[config.mk]
export PLATFORM = sky130hd
export DESIGN_NAME = pipe_hazard_ctrl
export DESIGN_NICKNAME = d
export VERILOG_FILES = /design/src/rtl/pipe_hazard_ctrl.sv
export SDC_FILE = /design/constraint.sdc
export NUM_CORES = 1
export LEC_CHECK = 0
export BUFFER_PORTS_ARGS = -buffer_cell sky130_fd_sc_hd__buf_2
export CAP_MARGIN = 20
export CORE_MARGIN = 4
export CORE_UTILIZATION = 53
export CTS_BUF_LIST = sky130_fd_sc_hd__clkbuf_16
export DETAILED_ROUTE_END_ITERATION = 10
export HOLD_SLACK_MARGIN = 0.15
export PLACE_DENSITY = 0.8
export SLEW_MARGIN = 20
export SYNTH_ARGS = -nofsm -noshare
export SYNTH_HDL_FRONTEND = slang
export SYNTH_SLANG_ARGS = --single-unit
[constraint.sdc]
create_clock -name clk -period 2.9 [get_ports clk]
set_clock_uncertainty 0.05 [all_clocks]
set_input_delay 0.29 -clock clk [delete_from_list [all_inputs] [get_ports clk]]
set_output_delay 0.29 -clock clk [all_outputs]
set_load 0.02 [all_outputs]
[src/rtl/pipe_hazard_ctrl.sv]
// Pipeline hazard controller for a classic 5-stage in-order pipeline.
// Resolves load-use hazards by inserting bubbles, squashes wrong-path
// instructions after a taken branch, and freezes the whole pipe while the
// data memory is busy. Stall and flush events are counted with saturating
// 16-bit counters. Control outputs are combinational from state and inputs
// so the stage registers see them in the same cycle the hazard appears.
module pipe_hazard_ctrl #(
  parameter int LOAD_BUBBLES   = 1,
  parameter int BRANCH_PENALTY = 1
) (
  input  logic        clk,
  input  logic        rst,
  input  logic [4:0]  id_rs,
  input  logic [4:0]  id_rt,
  input  logic        id_uses_rt,
  input  logic        ex_memread,
  input  logic [4:0]  ex_rt,
  input  logic        branch_taken,
  input  logic        mem_busy,
  input  logic        cnt_clr,
  output logic        pc_write,
  output logic        if_id_write,
  output logic        if_id_flush,
  output logic        id_ex_hazard,
  output logic        pipe_freeze,
  output logic [15:0] stall_cnt,
  output logic [15:0] flush_cnt
);

  typedef enum logic [1:0] {
    RUN    = 2'd0,
    BUBBLE = 2'd1,
    FLUSH  = 2'd2,
    FREEZE = 2'd3
  } state_t;

  // Cycles still owed after the first bubble / flush cycle has been issued.
  localparam logic [3:0] LOAD_REM   = 4'(LOAD_BUBBLES - 1);
  localparam logic [3:0] BRANCH_REM = 4'(BRANCH_PENALTY - 1);
  localparam logic [15:0] CNT_MAX   = 16'hFFFF;

  state_t      state_r;
  state_t      resume_r;     // state to return to when a freeze ends
  state_t      state_nxt_s;
  state_t      resume_nxt_s;
  state_t      eff_s;        // state whose rules apply this cycle
  logic [3:0]  rem_r;
  logic [3:0]  rem_nxt_s;
  logic        load_use_s;
  logic        flush_evt_s;
  logic [15:0] stall_cnt_r;
  logic [15:0] flush_cnt_r;

  assign stall_cnt = stall_cnt_r;
  assign flush_cnt = flush_cnt_r;

  // Load-use detection: a load in EX writes a register the ID instruction reads.
  always_comb begin
    load_use_s = 1'b0;
    if (ex_memread && (ex_rt != 5'd0)) begin
      if ((ex_rt == id_rs) || (id_uses_rt && (ex_rt == id_rt))) begin
        load_use_s = 1'b1;
      end else begin
        load_use_s = 1'b0;
      end
    end else begin
      load_use_s = 1'b0;
    end
  end

  // Next-state, remaining-cycle and pipeline control decode.
  always_comb begin
    // A freeze is transparent: once memory is ready the interrupted state resumes
    // in the same cycle, so the rules of the remembered state are evaluated.
    if (state_r == FREEZE) begin
      eff_s = resume_r;
    end else begin
      eff_s = state_r;
    end

    state_nxt_s  = state_r;
    resume_nxt_s = resume_r;
    rem_nxt_s    = rem_r;
    flush_evt_s  = 1'b0;
    pc_write     = 1'b1;
    if_id_write  = 1'b1;
    if_id_flush  = 1'b0;
    id_ex_hazard = 1'b0;
    pipe_freeze  = 1'b0;

    if (rst) begin
      pc_write     = 1'b0;
      if_id_write  = 1'b0;
      if_id_flush  = 1'b1;
      id_ex_hazard = 1'b1;
      pipe_freeze  = 1'b0;
      state_nxt_s  = RUN;
      resume_nxt_s = RUN;
      rem_nxt_s    = 4'd0;
    end else if (mem_busy) begin
      // Everything holds; rem is untouched so the sequence resumes exactly.
      pc_write     = 1'b0;
      if_id_write  = 1'b0;
      if_id_flush  = 1'b0;
      id_ex_hazard = 1'b0;
      pipe_freeze  = 1'b1;
      state_nxt_s  = FREEZE;
      resume_nxt_s = eff_s;
    end else begin
      case (eff_s)
        FLUSH: begin
          // Branch resolution in FLUSH is ignored: those are wrong-path instructions.
          pc_write     = 1'b1;
          if_id_write  = 1'b1;
          if_id_flush  = 1'b1;
          id_ex_hazard = 1'b1;
          if (rem_r <= 4'd1) begin
            state_nxt_s = RUN;
            rem_nxt_s   = 4'd0;
          end else begin
            state_nxt_s = FLUSH;
            rem_nxt_s   = rem_r - 4'd1;
          end
        end
        RUN, BUBBLE: begin
          if (branch_taken) begin
            // A taken branch outranks a load-use hazard and cancels pending bubbles.
            pc_write     = 1'b1;
            if_id_write  = 1'b1;
            if_id_flush  = 1'b1;
            id_ex_hazard = 1'b1;
            flush_evt_s  = 1'b1;
            if (BRANCH_REM == 4'd0) begin
              state_nxt_s = RUN;
              rem_nxt_s   = 4'd0;
            end else begin
              state_nxt_s = FLUSH;
              rem_nxt_s   = BRANCH_REM;
            end
          end else if (eff_s == BUBBLE) begin
            // Already bubbling: load_use is not re-evaluated, just count down.
            pc_write     = 1'b0;
            if_id_write  = 1'b0;
            if_id_flush  = 1'b0;
            id_ex_hazard = 1'b1;
            if (rem_r <= 4'd1) begin
              state_nxt_s = RUN;
              rem_nxt_s   = 4'd0;
            end else begin
              state_nxt_s = BUBBLE;
              rem_nxt_s   = rem_r - 4'd1;
            end
          end else if (load_use_s) begin
            pc_write     = 1'b0;
            if_id_write  = 1'b0;
            if_id_flush  = 1'b0;
            id_ex_hazard = 1'b1;
            if (LOAD_REM == 4'd0) begin
              state_nxt_s = RUN;
              rem_nxt_s   = 4'd0;
            end else begin
              state_nxt_s = BUBBLE;
              rem_nxt_s   = LOAD_REM;
            end
          end else begin
            state_nxt_s = RUN;
            rem_nxt_s   = rem_r;
          end
        end
        default: begin
          // resume_r never holds FREEZE; recover to RUN if it ever did.
          state_nxt_s  = RUN;
          resume_nxt_s = RUN;
          rem_nxt_s    = 4'd0;
        end
      endcase
    end
  end

  // State, resume-state and remaining-cycle registers.
  always_ff @(posedge clk or posedge rst) begin
    if (rst) begin
      state_r  <= RUN;
      resume_r <= RUN;
      rem_r    <= 4'd0;
    end else begin
      state_r  <= state_nxt_s;
      resume_r <= resume_nxt_s;
      rem_r    <= rem_nxt_s;
    end
  end

  // Saturating event counters; a clear wins over a same-edge increment.
  always_ff @(posedge clk or posedge rst) begin
    if (rst) begin
      stall_cnt_r <= 16'd0;
      flush_cnt_r <= 16'd0;
    end else if (cnt_clr) begin
      stall_cnt_r <= 16'd0;
      flush_cnt_r <= 16'd0;
    end else begin
      if (!pc_write && (stall_cnt_r != CNT_MAX)) begin
        stall_cnt_r <= stall_cnt_r + 16'd1;
      end else begin
        stall_cnt_r <= stall_cnt_r;
      end
      if (flush_evt_s && (flush_cnt_r != CNT_MAX)) begin
        flush_cnt_r <= flush_cnt_r + 16'd1;
      end else begin
        flush_cnt_r <= flush_cnt_r;
      end
    end
  end

endmodule

==> flow_summary.json <==
{
  "multiInputGateArea_um2": 1219,
  "setup.worst_path.class": "reg -> out",
  "synth_seq_area_share_pct": 43.17,
  "hold_violations": 0,
  "antenna_cells": 0,
  "p_per_area_nw_per_um2": 444.7,
  "postCtsSetupBuffers": 0,
  "setup_viol": 0,
  "critPathMaxFanout": 7,
  "place_congestion": 0.8410,
  "maxSlewViolCount": 0,
  "antenna_found_initial": 0,
  "cp_cell_sequence": "nand2b_1 > a21oi_1 > nand3_1 > a21oi_1 > nor2_1 > o21a_1 > buf_2",
  "port_buffers": 58,
  "synth_warnings": 0,
  "yosysUniqueCellTypes": 43,
  "grt_pass1_wl_mm": 8.756,
  "gr-max-usage-layer": "met2",
  "rsz0062_at_grt": "false",
  "cp-start-kind": "register",
  "drive_gt1_share_pct": 23.89,
  "min_period_over_period_pct": 86.42,
  "die_w_um": 74.14,
  "syn_nets": 277,
  "path_clk_slew_ns": 0.05,
  "cp_common_cell": "a21oi_1",
  "grt_pass1_vias": 1983,
  "worst-endpoint-required_ns": 2.56,
  "fill_cells": 346,
  "worst_pin_slew_ns": 0.6144,
  "worst-path-buf-inv": 1,
  "fin_util_pct": 67.74,
  "grt_overflow": 0,
  "h-tree-depth": 2,
  "clk_latency_ns": 0.28,
  "nNetsFinal": 340,
  "layout_common_cells": "58 x buf_2, 40 x dfrtp_1, 29 x nor2_1",
  "grt_util_met3_pct": 3.378,
  "numCtsBuffers": 5,
  "rrSetupSlack_ns": 0.48,
  "synth_area_um2": 2318,
  "dp_hpwl_mm": 3.749,
  "globalRouteMet1Util_pct": 25.54,
  "layout.area.seq_um2": 1001,
  "status": "finished clean",
  "rows": 23,
  "clk_path_buf_depth": 2,
  "drc": 0,
  "ys.flop_type": "dfrtp_1",
  "layout_commonest_cell": "buf_2",
  "finalCriticalPeriod_ns": 2.506,
  "slowest_delay_ns": 0.43,
  "die_h_um": 74.14,
  "cap_violations": 0,
  "core_um2": 4115,
  "fin_tns_setup_ns": 0,
  "worstPathArrival_ns": 2.17,
  "dieArea_um2": 5497,
  "wire_per_inst_um": 14.62,
  "first_pass_iters": 4,
  "crit_family": "compound AO/OA/AOI/OAI gates",
  "num_vias": 2108,
  "endpoint_kind": "primary output",
  "routed_wl_mm": 5.320,
  "critPathSlowestCell": "dfrtp_1",
  "ys_ff_latch": 40,
  "cts_tree": "built",
  "viasPerCell": 5.791,
  "syn_avg_cell_area_um2": 9.237,
  "synth_edf_count": 0,
  "slew_headroom_pct": 58.61,
  "drtIter0Drc": 167,
  "ant_nets": 0,
  "clock.fmax_ghz": 0.3990,
  "io_pins": 59,
  "synth-async-reset-ratio_pct": 100.0,
  "use_met2_pct": 34.15,
  "grt_max_degree": 38,
  "cts-root-buf": "clkbuf_16",
  "hp-class": "in -> reg",
  "start_util_pct": 56.34,
  "synth_cells": 251,
  "ir_drop_mv": 0.2949,
  "grt.total_usage_pct": 20.12,
  "clkSinkCount": 40,
  "cts_resized": 0,
  "area_delta_synth_final_pct": 20.24,
  "p_leak_uw": 0.001315
}
==> logic make-up after synthesis <==
logic type / after synthesis / share of synthesized area (%)
compound gates: 57 / 16.03
xor+xnor: 25 / 9.444
fa+ha+maj: 4 / 2.159
buf+inv: 17 / 4.264
flops: 40 / 43.17
mux: 3 / 1.349
simple gates: 105 / 23.58
==> layer usage <==
layer,wire length [um],share of wire (%),vias to the layer above
met1,2290,43,1024
met4,74,1.4,0
met5,0,0,-
met2,2747,52,44
li1,-,-,1033
met3,207,3.9,7
==> tightest hold or removal path, delay by kind of cell <==
kind                   cells  cell delay [ns]
and+or+nand+nor            1             0.09
AOI/OAI and AO/OA          1             0.06
buffers and inverters      1             0.14
==> registers in the layout, indices dropped and copies added, names as in the netlist <==
name,flops
stall_cnt,16
resume_r,2
rem_r,4
flush_cnt,16
state_r,2
==> through the flow <==
step	setup slack (ns)	total power, uW	std cells	area (um^2)	hold WS, ns
5_1_grt	0.2824	1285	364	2788	0.3280
6_report	0.3938	1240	364	2788	0.3048
3_3_place_gp	0.5774	724.1	356	2640	0.2378
2_1_floorplan	0.5721	684.7	251	2318	0.3031
4_1_cts	0.4547	1245	364	2788	0.3144
3_5_place_dp	0.5172	726.2	356	2640	0.2309
==> report_power, final <==
group          leakage, uW  switching (uW)  internal [uW]
clock            0.0000657             210            312
combinational     0.000696            84.2           51.4
sequential        0.000554            15.1            567
total              0.00132             309            930
==> Yosys cell counts, drive strengths merged, types with 2 or more instances <==
master,count,area share [%]
dfrtp,40,43
nor2,29,4.7
a21oi,18,3.9
nand2,16,2.6
xnor2,15,5.7
nand3,12,2.6
o21ai,12,2.6
nand4,11,3.0
inv,10,1.6
or4,10,3.3
xor2,10,3.8
o31ai,9,2.9
or3,9,2.5
and3,5,1.3
ha,4,2.2
nor3,4,0.86
o21a,4,1.3
buf,3,1.7
clkbuf,3,0.54
nand2b,3,0.81
a2111oi,2,0.76
a21o,2,0.65
a31oi,2,0.54
and2,2,0.54
and4,2,0.76
mux2i,2,0.86
==> worst paths after layout <==
kind	startpoint	endpoint	cells after the start
max	resume_r[1]	id_ex_hazard	7
min	mem_busy	resume_r[1]	3
max reg2reg	resume_r[1]	stall_cnt[13]	7
min reg2reg	rem_r[1]	rem_r[1]	2
max in group asynchronous	rst	stall_cnt[13]	4
min in group asynchronous	rst	rem_r[0]	3
==> what timing repair did <==
action	CTS	global route
hold buffers	1	0
endpoints found under the setup margin	0	0
hold endpoints to repair	4	0
==> area by class of cell <==
cell class / count / share of cell area (%)
Clock buffer: 5 / 4.488
Tap cell: 50 / 2.244
Sequential cell: 40 / 35.91
Timing Repair Buffer: 63 / 11.85
Clock inverter: 2 / 0.4488
Inverter: 10 / 1.347
Multi-Input combinational cell: 194 / 43.72
Note: power is estimated with default switching activity, not from simulation.
